<file path="config.mk">
export PLATFORM = sky130hd
export DESIGN_NAME = shift_mac_fir
export DESIGN_NICKNAME = d
export VERILOG_FILES = /design/src/rtl/shift_mac_pkg.sv /design/src/rtl/shift_mac_tapline.sv /design/src/rtl/shift_mac_fir.sv
export SDC_FILE = /design/constraint.sdc
export NUM_CORES = 1
export LEC_CHECK = 0
export BUFFER_PORTS_ARGS = -buffer_cell sky130_fd_sc_hd__buf_2
export CAP_MARGIN = 20
export CORE_UTILIZATION = 29
export DETAILED_ROUTE_END_ITERATION = 7
export SLEW_MARGIN = 20
export SYNTH_ARGS = -nofsm -noshare
export SYNTH_HDL_FRONTEND = slang
export SYNTH_HIERARCHICAL = 1
export SYNTH_SLANG_ARGS = --single-unit
</file>
<file path="constraint.sdc">
create_clock -name clk -period 7.9 [get_ports clk]
set_clock_uncertainty 0.15 [all_clocks]
set_input_delay 0.395 -clock clk [delete_from_list [all_inputs] [get_ports clk]]
set_output_delay 0.395 -clock clk [all_outputs]
set_load 0.01 [all_outputs]
</file>
<file path="src/rtl/shift_mac_pkg.sv">
// Shared types and sizing helpers for the shift_mac_fir engine.
package shift_mac_pkg;

    typedef enum logic [1:0] {
        IDLE = 2'd0,
        ACC  = 2'd1,
        DONE = 2'd2
    } state_t;

    // Accumulator width: full signed product plus growth for TAPS additions.
    function automatic int unsigned acc_w(input int unsigned data_w, input int unsigned taps);
        return 2 * data_w + $clog2(taps);
    endfunction

endpackage

</file>
<file path="src/rtl/shift_mac_tapline.sv">
// Sample delay line: TAPS words of DATA_W, shifted on enable, with an indexed read port.
module shift_mac_tapline
    import shift_mac_pkg::*;
#(
    parameter int unsigned DATA_W = 16,
    parameter int unsigned TAPS   = 4
) (
    input  logic                       clk,
    input  logic                       rst_n,
    input  logic                       i_shift_en,
    input  logic [DATA_W-1:0]          i_data,
    input  logic [$clog2(TAPS)-1:0]    i_rd_idx,
    output logic [DATA_W-1:0]          o_rd_data
);

    logic [DATA_W-1:0] r_taps [TAPS];

    // Newest sample lands in slot 0; older samples move up one slot.
    always_ff @(posedge clk or negedge rst_n) begin
        if (!rst_n) begin
            for (int unsigned k = 0; k < TAPS; k++) begin
                r_taps[k] <= '0;
            end
        end else if (i_shift_en) begin
            r_taps[0] <= i_data;
            for (int unsigned k = 1; k < TAPS; k++) begin
                r_taps[k] <= r_taps[k-1];
            end
        end
    end

    assign o_rd_data = r_taps[i_rd_idx];

endmodule

</file>
<file path="src/rtl/shift_mac_fir.sv">
// Time-multiplexed FIR MAC: one output per accepted sample over TAPS cycles.
// Define SHIFT_MAC_SAT_EN to saturate the output; otherwise it wraps to DATA_W bits.
module shift_mac_fir
    import shift_mac_pkg::*;
#(
    parameter int unsigned DATA_W = 16,
    parameter int unsigned TAPS   = 4,
    parameter int unsigned SHIFT  = 0
) (
    input  logic                       clk,
    input  logic                       rst_n,
    input  logic [DATA_W-1:0]          in_data,
    input  logic                       in_valid,
    output logic                       in_ready,
    input  logic                       coef_we,
    input  logic [$clog2(TAPS)-1:0]    coef_addr,
    input  logic [DATA_W-1:0]          coef_data,
    output logic                       busy,
    output logic [DATA_W-1:0]          out_data,
    output logic                       out_valid,
    input  logic                       out_ready
);

    localparam int unsigned IDX_W  = $clog2(TAPS);
    localparam int unsigned ACC_W  = acc_w(DATA_W, TAPS);
    localparam int unsigned PROD_W = 2 * DATA_W;

    state_t                     r_state;
    state_t                     w_state_nxt;
    logic                       r_busy;
    logic [IDX_W-1:0]           r_idx;
    logic signed [ACC_W-1:0]    r_acc;
    logic signed [DATA_W-1:0]   r_coef [TAPS];
    logic [DATA_W-1:0]          r_out_data;
    logic                       r_out_valid;

    logic                       w_accept;
    logic                       w_acc_clr;
    logic                       w_acc_en;
    logic                       w_done;
    logic                       w_last;
    logic [DATA_W-1:0]          w_tap;
    logic signed [PROD_W-1:0]   w_prod;
    logic signed [ACC_W-1:0]    w_shifted;
    logic [DATA_W-1:0]          w_out_nxt;

    assign in_ready  = (r_state == IDLE) && (!r_out_valid || out_ready);
    assign w_accept  = in_valid && in_ready;
    assign w_last    = (r_idx == IDX_W'(TAPS - 1));
    assign busy      = r_busy;
    assign out_data  = r_out_data;
    assign out_valid = r_out_valid;

    shift_mac_tapline #(
        .DATA_W (DATA_W),
        .TAPS   (TAPS)
    ) u_tapline (
        .clk        (clk),
        .rst_n      (rst_n),
        .i_shift_en (w_accept),
        .i_data     (in_data),
        .i_rd_idx   (r_idx),
        .o_rd_data  (w_tap)
    );

    // State register; busy tracks the next state so it is registered alongside it.
    always_ff @(posedge clk or negedge rst_n) begin
        if (!rst_n) begin
            r_state <= IDLE;
            r_busy  <= 1'b0;
        end else begin
            r_state <= w_state_nxt;
            r_busy  <= (w_state_nxt != IDLE);
        end
    end

    always_comb begin
        w_state_nxt = r_state;
        w_acc_clr   = 1'b0;
        w_acc_en    = 1'b0;
        w_done      = 1'b0;
        case (r_state)
            IDLE: begin
                if (w_accept) begin
                    w_acc_clr   = 1'b1;
                    w_state_nxt = ACC;
                end
            end
            ACC: begin
                w_acc_en = 1'b1;
                if (w_last) begin
                    w_state_nxt = DONE;
                end
            end
            DONE: begin
                w_done      = 1'b1;
                w_state_nxt = IDLE;
            end
            default: w_state_nxt = IDLE;
        endcase
    end

    assign w_prod = $signed(w_tap) * r_coef[r_idx];

    always_ff @(posedge clk or negedge rst_n) begin
        if (!rst_n) begin
            r_acc <= '0;
            r_idx <= '0;
        end else if (w_acc_clr) begin
            r_acc <= '0;
            r_idx <= '0;
        end else if (w_acc_en) begin
            r_acc <= r_acc + ACC_W'(w_prod);
            r_idx <= r_idx + IDX_W'(1);
        end
    end

    assign w_shifted = r_acc >>> SHIFT;

`ifdef SHIFT_MAC_SAT_EN
    localparam logic signed [ACC_W-1:0] SAT_MAX = {{(ACC_W-DATA_W+1){1'b0}}, {(DATA_W-1){1'b1}}};
    localparam logic signed [ACC_W-1:0] SAT_MIN = {{(ACC_W-DATA_W+1){1'b1}}, {(DATA_W-1){1'b0}}};
`endif

    always_comb begin
        w_out_nxt = w_shifted[DATA_W-1:0];
`ifdef SHIFT_MAC_SAT_EN
        if (w_shifted > SAT_MAX) begin
            w_out_nxt = {1'b0, {(DATA_W-1){1'b1}}};
        end else if (w_shifted < SAT_MIN) begin
            w_out_nxt = {1'b1, {(DATA_W-1){1'b0}}};
        end
`endif
    end

    // A DONE in the same cycle as a take keeps out_valid set.
    always_ff @(posedge clk or negedge rst_n) begin
        if (!rst_n) begin
            r_out_data  <= '0;
            r_out_valid <= 1'b0;
        end else if (w_done) begin
            r_out_data  <= w_out_nxt;
            r_out_valid <= 1'b1;
        end else if (r_out_valid && out_ready) begin
            r_out_valid <= 1'b0;
        end
    end

    always_ff @(posedge clk or negedge rst_n) begin
        if (!rst_n) begin
            for (int unsigned k = 0; k < TAPS; k++) begin
                r_coef[k] <= '0;
            end
        end else if (coef_we && !r_busy && (32'(coef_addr) < TAPS)) begin
            r_coef[coef_addr] <= coef_data;
        end
    end

endmodule

</file>
# Word-level counts from Yosys, hierarchy flattened

Index checks and enable logic that the tools add are counted.

Add/sub/neg operators: 2
Multiply operators: 1
$lt $le $gt $ge: 3
Equal/unequal tests: 3
Muxes and demuxes: 22
Bitwise logic cells: 2
Reductions and logical operators: 12

Operator list:

| cell                                                 | number |
|---|---|
| 2-to-1 mux 16 bit                                    | 5 |
| 2-to-1 mux 34 bit                                    | 2 |
| binary-select mux 16 bit (select 2 bit)              | 2 |
| bitwise mux 64 bit                                   | 1 |
| adder 34 x 32 -> 34 bit                              | 1 |
| demux 16 bit (select 2 bit)                          | 1 |
| multiplier 16 x 16 -> 32 bit                         | 1 |
| 2-to-1 mux 2 bit                                     | 4 |
| >= comparator 3 bit (second input constant)          | 2 |
| 2-to-1 mux 1 bit                                     | 6 |
| inverter 2 -> 3 bit                                  | 2 |
| nonzero test 2 bit                                   | 3 |
| logical AND 1 bit                                    | 5 |
| equality test 2 bit (second input constant)          | 2 |
| one-hot mux 2 bit (2 select lines)                   | 1 |
| < comparator 3 x 1 -> 1 bit (second input constant)  | 1 |
| adder 2 x 1 -> 2 bit (second input constant)         | 1 |
| equality test 2 x 1 -> 1 bit (second input constant) | 1 |
| zero test 1 bit                                      | 2 |
| zero test 2 bit                                      | 1 |
| logical OR 1 bit                                     | 1 |

Flip-flop bits (word level): 184
Input port bits: 39
Output and inout port bits: 19
Logic and storage cells: 59

# Longest topological paths before layout

Gate-level depths: netlist (run 1).

Depth after elaboration: 8
Mapped depth: 25
Depth with buffers taken out: 22

# Cells and area by module

The synthesis (run 1) kept the hierarchy.

By module, submodules not included:

| module            | times used | cells each | area each (um^2) | seq. area each (um^2) |
|---|---|---|---|---|
| shift_mac_fir     | 1          | 833        | 8927.3           | 2552.4 |
| shift_mac_tapline | 1          | 155        | 2781.4           | 1601.5 |

# Least setup slack after synthesis (run 1)

No wires, ideal clock.

Path type: reg-to-reg
Start point: register r_idx[0]
End point: register r_acc[15]
Setup time: 0.129 ns
Arrival time: 5.872 ns
Required time: 7.621 ns
Slack: 1.749 ns
Stages on the path, launching flop included: 22
Path buffers: 3
Clock period less this slack: 6.151 ns
Path through: dfrtp_1 > buf_6 > buf_6 > mux4_2 > clkbuf_1 > and2_1 > fa_1 > inv_1 > fa_1 > inv_1 > fa_1 > fa_1 > fa_1 > inv_1 > fa_1 > inv_1 > ha_1 > or4_1 > o21ai_0 > a31oi_1 > xnor2_1 > o21ai_1

Word-level cells in the longest chain between the ends: 8
Elaborated cells on any way between the ends: 11
Those cells by class: add/sub (1); mul (1); mux (8); bitwise (1)

RTL lines:

| item                                                              | line                                          | source |
|---|---|---|
| start, declared                                                   | shift_mac_fir.sv:31                           | `logic [IDX_W-1:0] r_idx;` |
| start signal, assigned                                            | shift_mac_fir.sv:114                          | `r_idx <= r_idx + IDX_W'(1);` |
| inverter 2 -> 3 bit (not written as such) (*)                     | shift_mac_tapline.sv:32, shift_mac_fir.sv:103 |  |
| binary-select mux 16 bit (select 2 bit), on equally long branches | shift_mac_tapline.sv:32, shift_mac_fir.sv:103 |  |
| 2-to-1 mux 16 bit, on equally long branches (2 in series)         | shift_mac_tapline.sv:32, shift_mac_fir.sv:103 |  |
| multiplier 16 x 16 -> 32 bit (*)                                  | shift_mac_fir.sv:103                          | `assign w_prod = $signed(w_tap) * r_coef[r_idx];` |
| adder 34 x 32 -> 34 bit (*)                                       | shift_mac_fir.sv:113                          | `r_acc <= r_acc + ACC_W'(w_prod);` |
| 2-to-1 mux 34 bit (*)                                             | shift_mac_fir.sv:112                          | `end else if (w_acc_en) begin` |
| 2-to-1 mux 34 bit (*)                                             | shift_mac_fir.sv:109                          | `end else if (w_acc_clr) begin` |
| end signal, assigned                                              | shift_mac_fir.sv:113                          |  |
| end, declared                                                     | shift_mac_fir.sv:32                           | `logic signed [ACC_W-1:0] r_acc;` |

Mark *: on every way between the ends. The rest lies on a longest branch, timed or not. The select of a mux whose other input is x is not followed.
A chain may end at the register's enable or synchronous reset.

# Worst setup path after layout (run 1)

Ends and elaborated chain as after synthesis.

==> results.yml, run 1 <==
critical_path:
  worstPathArrival_ns: 6.95
  startpoint_type: "flip-flop"
  r2r_cells: 19
  r2r_slack_ns: 1.09
  worstPathRequired_ns: 8.04
  cp_max_fo: 15
  crit_buf_inv: 2
  end_kind: "flip-flop"
  crit_top_cell: "xnor2_1"
  crit_end: "r_acc[15]"
  critPathMaxStageDelay_ns: 0.68
  critPathTopFamily: "adder cells"
  cp_slowest_cell: "dfrtp_2"
  crit_cells: 19
  r2r_end: "r_acc[15]"
  crit_chain: "buf_4, mux4_2, and2_1, fa_1, inv_1, fa_1, fa_1, fa_1, fa_1, fa_1, xnor2_1, xnor2_1, xnor2_1, xnor2_1, xnor2_1, xnor2_1, xnor2_1, xnor2_1, o21ai_1"
  crit_type: "reg2reg"
  regToRegStartpoint: "r_idx[0]"
  startpoint: "r_idx[0]"
floorplan:
  fp-row-count: 73
  io_pins: 58
  initial_utilization_pct: 29.5
  die-area_um2: 41200
  die_w_um: 203
  fp.dieH_um: 203
  core_area_um2: 39700
layout:
  final_core_util_pct: 33.2
  synthToLayoutAreaGrowth_pct: 12.6
  final_nets: 1237
  multi_input_comb_area_um2: 6720
  regArea_um2: 4160
  drive_above_1_share_pct: 26.7
  fillers: 4001
sta:
  rsz0062_at_grt: "no"
  period_minus_slack_ns: 6.81
  drv_slew: 0
  hold_violations: 0
  setup_viol_count_final: 0
  max_freq_mhz: 147
  finalSetupTns_ns: 0
  tightest_slew_ns: 0.934
  setup_slack_ns: 1.09
  hold_ws_ns: 0.0332
  fin_crit_sh_pct: 86.2
  slew_headroom_pct: 37.7
yosys:
  synthDistinctLibCells: 41
  async_flop_share_pct: 100
  synthCells: 988
  synth_top_flop_cell: "dfrtp_1"
  ys_ff_latch: 166
  synth_top_family_by_area: "adder cells"
  synth_fa_ha_area_share_pct: 23.1
  synth_compound_gate_area_share_pct: 1.97
  synth_edf_count: 0
  yosys_warnings: 6
  synth.largest_area_cell: "dfrtp_1"
  yosysTopAreaCellShare_pct: 35.5
  synth-simple-area-share_pct: 8.48
  synth-xor-area-share_pct: 3.28
  syn-num-nets: 1187
  synth.cell_area_um2: 11700
  yosysMostFrequentCell: "inv_1"
  ys_seq_area_share_pct: 35.5
  synth_mux_area_share_pct: 20.3
  ys_top_cells_by_count: "inv_1 (179), dfrtp_1 (166), mux2_2 (144), fa_1 (93), and2_1 (80)"
  synth_area_leaders: "dfrtp_1 (35%), fa_1 (16%), mux2_2 (14%), ha_1 (7.2%), inv_1 (5.7%)"
  synth.avg_cell_area_um2: 11.9
global_routing:
  grt_max_degree: 87
  gr-total-overflow: 0
  grt_pass1_wl_um: 41100
  antenna_found_initial: 1
  gr-usage-all-layers_pct: 12.8
  first_global_vias: 7575
clocking:
  cts_made_buffers: 17
  cts_tree: "done"
  clk_path_buf_depth: 2
  clkLatencyLatePin_ns: 0.44
  htreeDepth: 4
  clock-sinks: 166
  clkTransAtPathRegs_ns: 0.07
  cts_root_buffer: "clkbuf_16"
placed_design:
  gp_congestion: 0.814
  dp_hpwl_um: 18700
  portBuffers: 57
  dp_slack_ns: 1.02
detailed_routing:
  dr.pass1.iters: 4
  drtAntennaViolNets: 0
  wire_per_inst_um: 15.6
  viasPerCell: 4.43
  drc: 0
  drt_wl_total_um: 24700
  via_count: 6990
  drtIter0Drc: 319
hold_path:
  worstHoldStart: "in_data[14]"
  min_path_type: "in2reg"
  hold_path_depth: 2
run:
  drv_cap: 0
run_status:
  outcome: "complete, no violations"
cell usage in the layout (no fill, tap or decap), types with 2 or more instances in the layout:
| cell type | instances |
|---|---|
| a21oi_1 | 7 |
| and2_1 | 80 |
| and2_2 | 8 |
| buf_2 | 56 |
| buf_4 | 9 |
| buf_6 | 3 |
| clkbuf_16 | 17 |
| clkinv_4 | 4 |
| dfrtp_1 | 165 |
| fa_1 | 93 |
| ha_1 | 67 |
| inv_1 | 178 |
| inv_6 | 2 |
| inv_8 | 7 |
| mux2_2 | 144 |
| mux4_1 | 10 |
| mux4_2 | 22 |
| nand2_1 | 69 |
| nand2b_1 | 6 |
| nand3_1 | 6 |
| nor2_1 | 5 |
| nor2b_1 | 2 |
| nor3_1 | 2 |
| nor4bb_4 | 2 |
| o21a_1 | 2 |
| o21ai_0 | 20 |
| o21bai_1 | 3 |
| or4_1 | 2 |
| xnor2_1 | 34 |
| xor2_1 | 8 |
per-stage QoR:
stage	area, um^2	std cells
after CTS	13200	1576
after global routing	13200	1577
after detailed placement	12600	1543
final	13200	1577
after floorplan	11700	988
after global placement	12600	1542
routing by layer:
metal  track usage, %  vias up  part of all wire (%)
met5                0        -                     0
met4             4.94        0                   2.1
met3             2.18       26                   2.9
met2             21.2       87                    49
met1             16.7     3594                    46
li1                 -     3283                     -
cell type report:
| class | count | share of cell area (%) |
|---|---|---|
| repair buffers | 69 | 2.97 |
| flip-flops and latches | 166 | 31.5 |
| well taps | 525 | 4.98 |
| clock buffers | 17 | 3.23 |
| inverters | 179 | 5.10 |
| diodes | 1 | 0.0190 |
| multi-input cells | 605 | 51.0 |
| clock inverters | 15 | 1.18 |
kinds of logic (layout without fill, tap and decap cells):
kind of cell               Yosys count  in the layout
AOI/OAI and AO/OA                   40             40
DFF                                166            166
other                                0              1
and+or+nand+nor                    186            186
muxes                              176            176
xor gates and xnor gates            43             43
buffers and inverters              217            280
adders and majority gates          160            160
state kept, by name (all words and copies together) (netlist names):
register,cells
out_data,16
busy,1
u_tapline/r_taps,64
r_acc,16
r_idx,2
r_state,2
out_valid,1
r_coef,64
how the worst min path moves through the flow:
stage / endpoint / slack (ns)
after floorplan: busy / -0.05
after global placement: r_coef[15] / 0.33
after detailed placement: r_coef[40] / 0.34
after CTS: u_tapline/r_taps[62] / 0.01
after global routing: u_tapline/r_taps[61] / 0.02
final: u_tapline/r_taps[62] / 0.03
timing repair:
action / in CTS / in global routing
hold buffers: 1 / 0
setup buffers: 0 / 0
endpoints found under the hold margin: 85 / 0
gates resized for setup: 0 / 0
Power of run 1 is not shown: default switching activity piles up to over one toggle a cycle in this logic, so the estimate is an artifact.
==> run 2: changes to the inputs <==
Settings changed: REMOVE_ABC_BUFFERS set to 1.
==> run 2 against run 1 <==
Wire length is 1.7% lower. Via count up 0.56%. Sequential share of layout area about the same. Worst hold slack better by 0.0070 ns. Utilization hardly changed. Non-clock buffer count fell by 1. Count of clock-buffer cells in the layout increased by 2. Critical endpoint unchanged.
==> results.yml, run 2 (synthesis gave the netlist of run 1 again) <==
sta:
  drv_slew: 0
  setup_viol_count_final: 0
  fin_crit_sh_pct: 85.1
  rsz0062_at_grt: "no"
  period_minus_slack_ns: 6.73
  slew_headroom_pct: 35.6
  hold_violations: 0
  tightest_slew_ns: 0.966
  finalSetupTns_ns: 0
  max_freq_mhz: 149
global_routing:
  gr-total-overflow: 0
  grt_max_degree: 72
  first_global_vias: 7813
  gr-usage-all-layers_pct: 12.9
  antenna_found_initial: 2
  grt_pass1_wl_um: 41600
layout:
  reg_top3: "r_coef: 64 flops, u_tapline/r_taps: 64 flops"
  final_nets: 1236
  drive_above_1_share_pct: 26.6
  multi_input_comb_area_um2: 6720
  final_cell_mix: "inv_1 (178), dfrtp_1 (165), mux2_2 (144)"
  fillers: 3971
  regArea_um2: 4160
  layout_commonest_cell: "inv_1"
  synthToLayoutAreaGrowth_pct: 12.6
floorplan:
  fp.dieH_um: 203
  die_w_um: 203
  core_area_um2: 39700
  io_pins: 58
  fp-row-count: 73
  die-area_um2: 41200
  initial_utilization_pct: 29.5
detailed_routing:
  drtIter0Drc: 316
  drt_wl_total_um: 24300
  drc: 0
  drtAntennaViolNets: 0
  wire_per_inst_um: 15.4
  via_count: 7029
  viasPerCell: 4.46
  dr.pass1.iters: 4
clocking:
  cts_root_buffer: "clkbuf_16"
  cts_made_buffers: 17
  clkTransAtPathRegs_ns: 0.07
  htreeDepth: 4
  clk_path_buf_depth: 2
  clkLatencyLatePin_ns: 0.44
  clock-sinks: 166
  post-cts-setup-buffers: 0
  cts_tree: "done"
run_status:
  outcome: "complete, no violations"
critical_path:
  startpoint_type: "flip-flop"
  worstPathRequired_ns: 8.04
  crit_type: "reg2reg"
  worstPathArrival_ns: 6.86
  cp_max_fo: 26
  end_kind: "flip-flop"
run:
  drv_cap: 0
placed_design:
  gp_congestion: 0.811
  portBuffers: 57
  dp_hpwl_um: 18500
hold_path:
  min_path_type: "in2reg"
run 2: changes by cell type in the layout (fill, tap and decap cells not counted):
cell and change:
inv_8 -5, inv_6 +4, clkinv_4 -3, buf_6 -1
bufinv_16 +1, clkbuf_1 +1, clkbuf_8 +1, clkinv_8 +1
run 2: per-stage QoR:
stage | instances | hold slack (ns) | setup slack (ns) | utilization (%) | area, um^2
after detailed placement | 1542 | 0.248 | 1.12 | 31.7 | 12600
after global routing | 1575 | 0.0177 | 0.846 | 33.2 | 13200
final | 1576 | 0.0402 | 1.17 | 33.2 | 13200
after CTS | 1575 | 0.0171 | 1.12 | 33.2 | 13200
after floorplan | 950 | -0.0506 | 0.973 | - | 11500
after global placement | 1541 | 0.251 | 1.24 | 31.6 | 12600
run 2: per-layer routing:
layer | track usage, % | wire (um)
met4 | 3.89 | 378
met2 | 21.6 | 11900
met3 | 2.83 | 961
met1 | 16.6 | 11000
met5 | 0 | 13
run 2: worst paths after layout:
| check | depth (start not counted) | end | startpoint | slack (ns) |
|---|---|---|---|---|
| max | 19 | r_acc[15] | r_idx[0] | 1.17 |
| min | 2 | u_tapline/r_taps[57] | in_data[9] | 0.04 |
| max reg2reg | 19 | r_acc[15] | r_idx[0] | 1.17 |
| min reg2reg | 1 | r_coef[47] | r_coef[47] | 0.35 |
| max in group asynchronous | 4 | out_data[1] | rst_n | 5.47 |
| min in group asynchronous | 2 | u_tapline/r_taps[61] | rst_n | 0.33 |
run 2: worst max-delay path, stage by stage, from the launching register on:
cell and delay [ns]:
dfrtp_2 0.39, buf_4 0.44, mux4_1 0.84, and2_1 0.27, fa_1 0.48, inv_1 0.05
fa_1 0.52, inv_1 0.05, fa_1 0.51, fa_1 0.44, fa_1 0.54, inv_1 0.05
fa_1 0.52, inv_1 0.04, ha_1 0.34, or4_1 0.46, o21ai_0 0.10, a31oi_1 0.10
xnor2_1 0.18, o21ai_1 0.07
run 2: repair_timing:
action	CTS	global route
hold endpoints to repair	57	0
gates resized for setup	0	0
hold buffers	1	0
run 2: cell type report:
cell class	count	share of cell area, %
flip-flops and latches	166	31.5
clock buffers	19	3.36
repair buffers	68	2.88
clock inverters	13	1.17
multi-input cells	605	51.0
inverters	179	5.09
diodes	1	0.0190
well taps	525	4.98
Power of run 2 is left out for the same reason.
